## config.mk

```make
export PLATFORM = sky130hd
export DESIGN_NAME = spi_frame_extractor
export DESIGN_NICKNAME = d
export VERILOG_FILES = /design/src/rtl/spi_frame_extractor.sv
export SDC_FILE = /design/constraint.sdc
export NUM_CORES = 1
export LEC_CHECK = 0
export CORE_ASPECT_RATIO = 1.75
export CORE_MARGIN = 2
export CORE_UTILIZATION = 57
export CTS_CLUSTER_DIAMETER = 200
export CTS_CLUSTER_SIZE = 10
export DETAILED_ROUTE_END_ITERATION = 16
export PLACE_DENSITY = 0.83
export SLEW_MARGIN = 20
export SYNTH_ARGS = -nofsm -noshare
export SYNTH_HDL_FRONTEND = slang
export SYNTH_SLANG_ARGS = --single-unit
export TNS_END_PERCENT = 100
```

## constraint.sdc

```tcl
create_clock -name clk -period 3.08 [get_ports clk]
set_input_delay 0.924 -clock clk [delete_from_list [all_inputs] [get_ports clk]]
set_output_delay 0.924 -clock clk [all_outputs]
set_load 0.01 [all_outputs]
```

## src/rtl/spi_frame_extractor.sv

```systemverilog
`timescale 1ns/1ps
`default_nettype none
// ============================================================================
//  Module   : spi_frame_extractor
//  Purpose  : Strips idle filler from the raw SPI MISO byte stream and
//             re-emits each chip frame (header + N payload bytes) as an
//             AXI-Stream packet with tlast/tuser, plus frame/error counters.
//  Revision : 1.0 - initial release
// ============================================================================
module spi_frame_extractor #(
  parameter logic [7:0]  IDLE_BYTE      = 8'hBC,
  parameter logic [7:0]  IDLE_BYTE_ALT  = 8'hFF,
  parameter int unsigned TIMEOUT_CYCLES = 1024
) (
  input  logic        clk,
  input  logic        resn,
  input  logic        enable,
  input  logic [7:0]  s_axis_tdata,
  input  logic        s_axis_tvalid,
  output logic        s_axis_tready,
  output logic [7:0]  m_axis_tdata,
  output logic        m_axis_tvalid,
  input  logic        m_axis_tready,
  output logic        m_axis_tlast,
  output logic        m_axis_tuser,
  output logic [15:0] frame_count,
  output logic [15:0] error_count,
  output logic        in_frame
);

  localparam logic [0:0]  ST_HUNT       = 1'b0;
  localparam logic [0:0]  ST_PAYLOAD    = 1'b1;
  // The stall counter parks one below the limit: the edge that would take it
  // to TIMEOUT_CYCLES is the edge that loads the pad byte.
  localparam logic [15:0] C_STALL_LIMIT = 16'(TIMEOUT_CYCLES - 1);

  logic [0:0]  state_q,     state_d;
  logic [4:0]  remaining_q, remaining_d;
  logic [15:0] stall_q,     stall_d;
  logic [7:0]  tdata_q,     tdata_d;
  logic        tvalid_q,    tvalid_d;
  logic        tlast_q,     tlast_d;
  logic        tuser_q,     tuser_d;
  logic [15:0] frame_cnt_q, frame_cnt_d;
  logic [15:0] err_cnt_q,   err_cnt_d;
  logic        rdy_en_q;

  logic w_out_free;
  logic w_to_pending;
  logic w_accept;
  logic w_is_idle;

  assign w_out_free    = ~tvalid_q | m_axis_tready;
  assign w_to_pending  = (state_q == ST_PAYLOAD) && (stall_q == C_STALL_LIMIT);
  assign s_axis_tready = rdy_en_q & w_out_free & ~w_to_pending;
  assign w_accept      = s_axis_tvalid & s_axis_tready;
  assign w_is_idle     = (s_axis_tdata == IDLE_BYTE) || (s_axis_tdata == IDLE_BYTE_ALT);

  assign m_axis_tdata  = tdata_q;
  assign m_axis_tvalid = tvalid_q;
  assign m_axis_tlast  = tlast_q;
  assign m_axis_tuser  = tuser_q;
  assign frame_count   = frame_cnt_q;
  assign error_count   = err_cnt_q;
  assign in_frame      = (state_q == ST_PAYLOAD);

  // Next-state: framing FSM, output register load/drain, stall timer, counters
  always_comb begin
    state_d     = state_q;
    remaining_d = remaining_q;
    stall_d     = stall_q;
    tdata_d     = tdata_q;
    tvalid_d    = tvalid_q;
    tlast_d     = tlast_q;
    tuser_d     = tuser_q;
    frame_cnt_d = frame_cnt_q;
    err_cnt_d   = err_cnt_q;

    // Downstream consumed the held byte; a load below may refill it.
    if (m_axis_tready) begin
      tvalid_d = 1'b0;
    end

    case (state_q)
      ST_HUNT: begin
        stall_d = 16'd0;
        if (w_accept && enable && !w_is_idle) begin
          if (s_axis_tdata[4:0] == 5'd0) begin
            // Zero-length header is malformed: swallow it and count it.
            if (err_cnt_q != 16'hFFFF) begin
              err_cnt_d = err_cnt_q + 16'd1;
            end
          end else begin
            tdata_d     = s_axis_tdata;
            tvalid_d    = 1'b1;
            tlast_d     = 1'b0;
            tuser_d     = 1'b0;
            remaining_d = s_axis_tdata[4:0];
            state_d     = ST_PAYLOAD;
          end
        end
      end

      default: begin
        if (w_accept) begin
          // Inside a frame every byte passes, idle-valued or not.
          stall_d     = 16'd0;
          tdata_d     = s_axis_tdata;
          tvalid_d    = 1'b1;
          tlast_d     = (remaining_q == 5'd1);
          tuser_d     = 1'b0;
          remaining_d = remaining_q - 5'd1;
          if (remaining_q == 5'd1) begin
            frame_cnt_d = frame_cnt_q + 16'd1;
            state_d     = ST_HUNT;
          end
        end else if (w_to_pending) begin
          // Pad only once the output register can take it; input is held off.
          if (w_out_free) begin
            tdata_d  = 8'h00;
            tvalid_d = 1'b1;
            tlast_d  = 1'b1;
            tuser_d  = 1'b1;
            stall_d  = 16'd0;
            state_d  = ST_HUNT;
            if (err_cnt_q != 16'hFFFF) begin
              err_cnt_d = err_cnt_q + 16'd1;
            end
          end
        end else begin
          stall_d = stall_q + 16'd1;
        end
      end
    endcase
  end

  // State and output registers, asynchronously cleared
  always_ff @(posedge clk or negedge resn) begin
    if (!resn) begin
      state_q     <= ST_HUNT;
      remaining_q <= 5'd0;
      stall_q     <= 16'd0;
      tdata_q     <= 8'h00;
      tvalid_q    <= 1'b0;
      tlast_q     <= 1'b0;
      tuser_q     <= 1'b0;
      frame_cnt_q <= 16'd0;
      err_cnt_q   <= 16'd0;
      rdy_en_q    <= 1'b0;
    end else begin
      state_q     <= state_d;
      remaining_q <= remaining_d;
      stall_q     <= stall_d;
      tdata_q     <= tdata_d;
      tvalid_q    <= tvalid_d;
      tlast_q     <= tlast_d;
      tuser_q     <= tuser_d;
      frame_cnt_q <= frame_cnt_d;
      err_cnt_q   <= err_cnt_d;
      rdy_en_q    <= 1'b1;
    end
  end

endmodule
`default_nettype wire

```

==> impl_metrics.json <==
{
  "rsz0062_at_grt": "false",
  "port_buffers": 57,
  "critPathMaxStageDelay_ps": 440,
  "vias": 2836,
  "wl_met3_um": 299,
  "crit_required_ps": 2160,
  "seq_power_share_pct": 44.7,
  "tns_ps": 0,
  "grt_usage_pct": 24.22,
  "start_kind": "flip-flop",
  "grt_overflow": 0,
  "status": "finished, final reports clean",
  "ctsRootBufferMaster": "clkbuf_8",
  "min_period_ps": 2922,
  "fin_cells": 478,
  "crit_type": "reg -> out",
  "n_fill_cell": 444,
  "timing.final.crit_share_pct": 94.88,
  "hpwl_um": 5551,
  "leakagePower_nw": 1.823,
  "synthFlopType": "dfrtp_1",
  "n_antenna_cell": 0,
  "placed_area_um2": 4101,
  "critPathBufInv": 1,
  "top_layer": "met4",
  "power_frac_comb_pct": 27.6,
  "synth.distinct_cells": 55,
  "path_cells": "nor4_4 > and4_4 > nand3_1 > and3_1 > dlygate4sd2_1",
  "power_density_nw_per_um2": 573.5,
  "relSlewSlack_pct": 39.81,
  "htreeDepth": 3,
  "net-switching-power_uw": 767.9,
  "internal_power_mw": 1.697,
  "die_width_um": 62.50,
  "clkPwrFrac_pct": 27.7,
  "finalSetupViolations": 0,
  "start_util_pct": 58.52,
  "rows": 37,
  "vdd_ir_drop_max_mv": 0.3952,
  "synthArstFlopShare_pct": 100.0,
  "cp.arrival_ps": 2000,
  "switching_share_pct": 31.15,
  "dr.pass1.iters": 4,
  "cts_buffers": 9,
  "hp-class": "reg -> reg",
  "hold_viol": 0,
  "post_drt_via_cell_ratio": 5.933,
  "antenna_found_initial": 0,
  "seq_area_um2": 1652,
  "ant_nets": 0,
  "clkLatencyLatePin_ps": 350,
  "fin_skew_ps": 6.646,
  "dp_cells": 461,
  "clockBufferDepth": 2,
  "dieArea_um2": 6648,
  "path_delay_family": "simple AND/OR/NAND/NOR gates",
  "tightestPinTransition_ps": 895.3,
  "synth_edf_count": 0,
  "grt_pass1_vias": 2781,
  "maxCapViolations": 0,
  "synth-seq-cells": 66,
  "wl_um": 7548,
  "avgSynthCellArea_um2": 10.47,
  "ioPinCount": 58,
  "drive_above_1_share_pct": 11.00,
  "wl_met2_um": 4034,
  "die_height_um": 106.4,
  "final_area_um2": 4298,
  "drc": 0,
  "cts_hold_buffers": 0,
  "multi_input_area_um2": 1680,
  "wl_per_cell_um": 15.79,
  "clkSinkCount": 66,
  "areaGrowthSynthToFinish_pct": 25.92,
  "grt_pass1_wl_um": 12610,
  "max_freq_mhz": 342.2,
  "drtIter0Drc": 95,
  "cts_tree": "built",
  "core_um2": 5833,
  "routedLengthMet1_um": 3036,
  "cpMaxStageDelayCell": "dfrtp_1",
  "synth_seq_area_share_pct": 48.39,
  "final_max_slew_viol_count": 0,
  "ys.warnings.count": 0,
  "cp_max_fo": 4,
  "clk_pin_slew_ps": 60,
  "place.gp.congestion": 0.7846,
  "final_nets": 413,
  "grt_max_degree": 30,
  "syn_inst": 326,
  "syn_nets": 344,
  "end_kind": "output pin",
  "synth_area_um2": 3413
}
-- routing by layer --
layer | track usage (%) | vias up
met3 | 5.503 | 17
met5 | 0 | -
met4 | 11.43 | 0
li1 | - | 1344
met1 | 26.49 | 1409
met2 | 43.78 | 66
-- area by class of cell --
| class | instances | area share (%) |
|---|---|---|
| flip-flops and latches | 66 | 38.43 |
| clock buffers | 13 | 3.231 |
| repair buffers | 68 | 15.34 |
| multi-input cells | 242 | 39.10 |
| clock inverters | 3 | 0.9316 |
| inverters | 8 | 0.6987 |
| well taps | 78 | 2.271 |
-- metrics by stage --
| stage | worst slack [ps] | utilization, % | power [mW] | hold WS, ps |
|---|---|---|---|---|
| final | 157.8 | 73.68 | 2.465 | 468.6 |
| after global routing | 91.62 | 73.68 | 2.609 | 503.1 |
| after CTS | 175.5 | 73.68 | 2.480 | 475.1 |
| after detailed placement | -46.72 | 70.31 | 1.798 | 462.5 |
| after global placement | -17.86 | 70.31 | 1.782 | 462.9 |
| after floorplan | 619.5 | - | 1.498 | 496.0 |
-- cells by family (layout without fill, tap and decap cells) --
family	Yosys count	after routing	synth area share [%]
flip-flops	66	66	48.39
buffers and inverters	18	92	2.713
multiplexers	5	5	1.649
XOR/XNOR	34	34	8.724
other	1	1	0.1099
adder cells (fa/ha/maj)	5	5	1.833
AND/OR/NAND/NOR	148	148	25.84
AO/OA/AOI/OAI	49	49	10.74
-- flip-flops by register name, summed over array words and instances, names as in the netlist --
| register | cells |
|---|---|
| m_axis_tlast | 1 |
| m_axis_tvalid | 1 |
| stall_q | 16 |
| frame_count | 16 |
| m_axis_tuser | 1 |
| m_axis_tdata | 8 |
| error_count | 16 |
| remaining_q | 5 |
| rdy_en_q | 1 |
| in_frame | 1 |
-- layout by cell type (no fill, tap or decap), types with 4 or more instances in the layout --
cell type,instances
ha_1,5
nand4_1,19
and3_1,9
nor3_1,13
nor2_1,17
xor2_1,8
clkbuf_1,4
clkbuf_8,9
a22o_1,8
inv_1,8
a21oi_1,12
and4_1,5
nor4_2,4
or3_1,10
o21ai_0,11
and2_1,4
nand2b_1,4
nand2_1,20
xnor2_1,26
buf_4,10
dfrtp_1,66
clkdlybuf4s50_1,55
nand3_1,26
-- synth_stat cells, types with 2 or more instances --
master / count / share of area (%)
nor3_1: 13 / 1.9
nor4_2: 5 / 1.8
ha_1: 5 / 1.8
nand4_1: 19 / 3.5
nand3_1: 26 / 3.8
a31oi_1: 2 / 0.37
a21oi_1: 12 / 1.8
nor2_1: 17 / 1.9
a22o_1: 8 / 2.1
xor2_1: 8 / 2.1
a21o_1: 2 / 0.44
nand2_1: 20 / 2.2
or3_1: 10 / 1.8
mux2i_1: 3 / 0.88
nand2b_1: 4 / 0.73
inv_1: 8 / 0.88
buf_6: 3 / 0.99
clkbuf_1: 5 / 0.55
and4b_1: 2 / 0.59
o21ai_0: 11 / 1.6
dfrtp_1: 66 / 48
buf_2: 2 / 0.29
and4_1: 6 / 1.5
xnor2_1: 26 / 6.7
and2_1: 4 / 0.73
and3_1: 9 / 1.6
a211oi_1: 2 / 0.44
-- what timing repair did --
item / in CTS / in global routing
endpoints found under the setup margin: 1 / 0
setup buffers: 1 / 0
gates resized for setup: 4 / 0
-- power groups by stage --
| stage | clock [mW] | sequential (mW) | combinational, mW |
|---|---|---|---|
| after floorplan | 0 | 1.14 | 0.362 |
| after global placement | 0 | 1.11 | 0.671 |
| after detailed placement | 0 | 1.11 | 0.684 |
| after CTS | 0.692 | 1.10 | 0.688 |
| after global routing | 0.727 | 1.12 | 0.760 |
| final | 0.682 | 1.10 | 0.681 |
-- worst paths after layout --
| kind | endpoint | slack, ps | start | depth (start not counted) |
|---|---|---|---|---|
| setup / recovery | s_axis_tready | 160 | stall_q[13] | 5 |
| hold / removal | frame_count[15] | 470 | frame_count[15] | 1 |
| setup reg to reg | error_count[1] | 1040 | error_count[0] | 6 |
| hold reg to reg | frame_count[15] | 470 | frame_count[15] | 1 |
| max in group asynchronous | m_axis_tdata[7] | 1900 | resn | 2 |
| min in group asynchronous | stall_q[6] | 580 | resn | 1 |
Note: power is estimated with default switching activity, not from simulation.
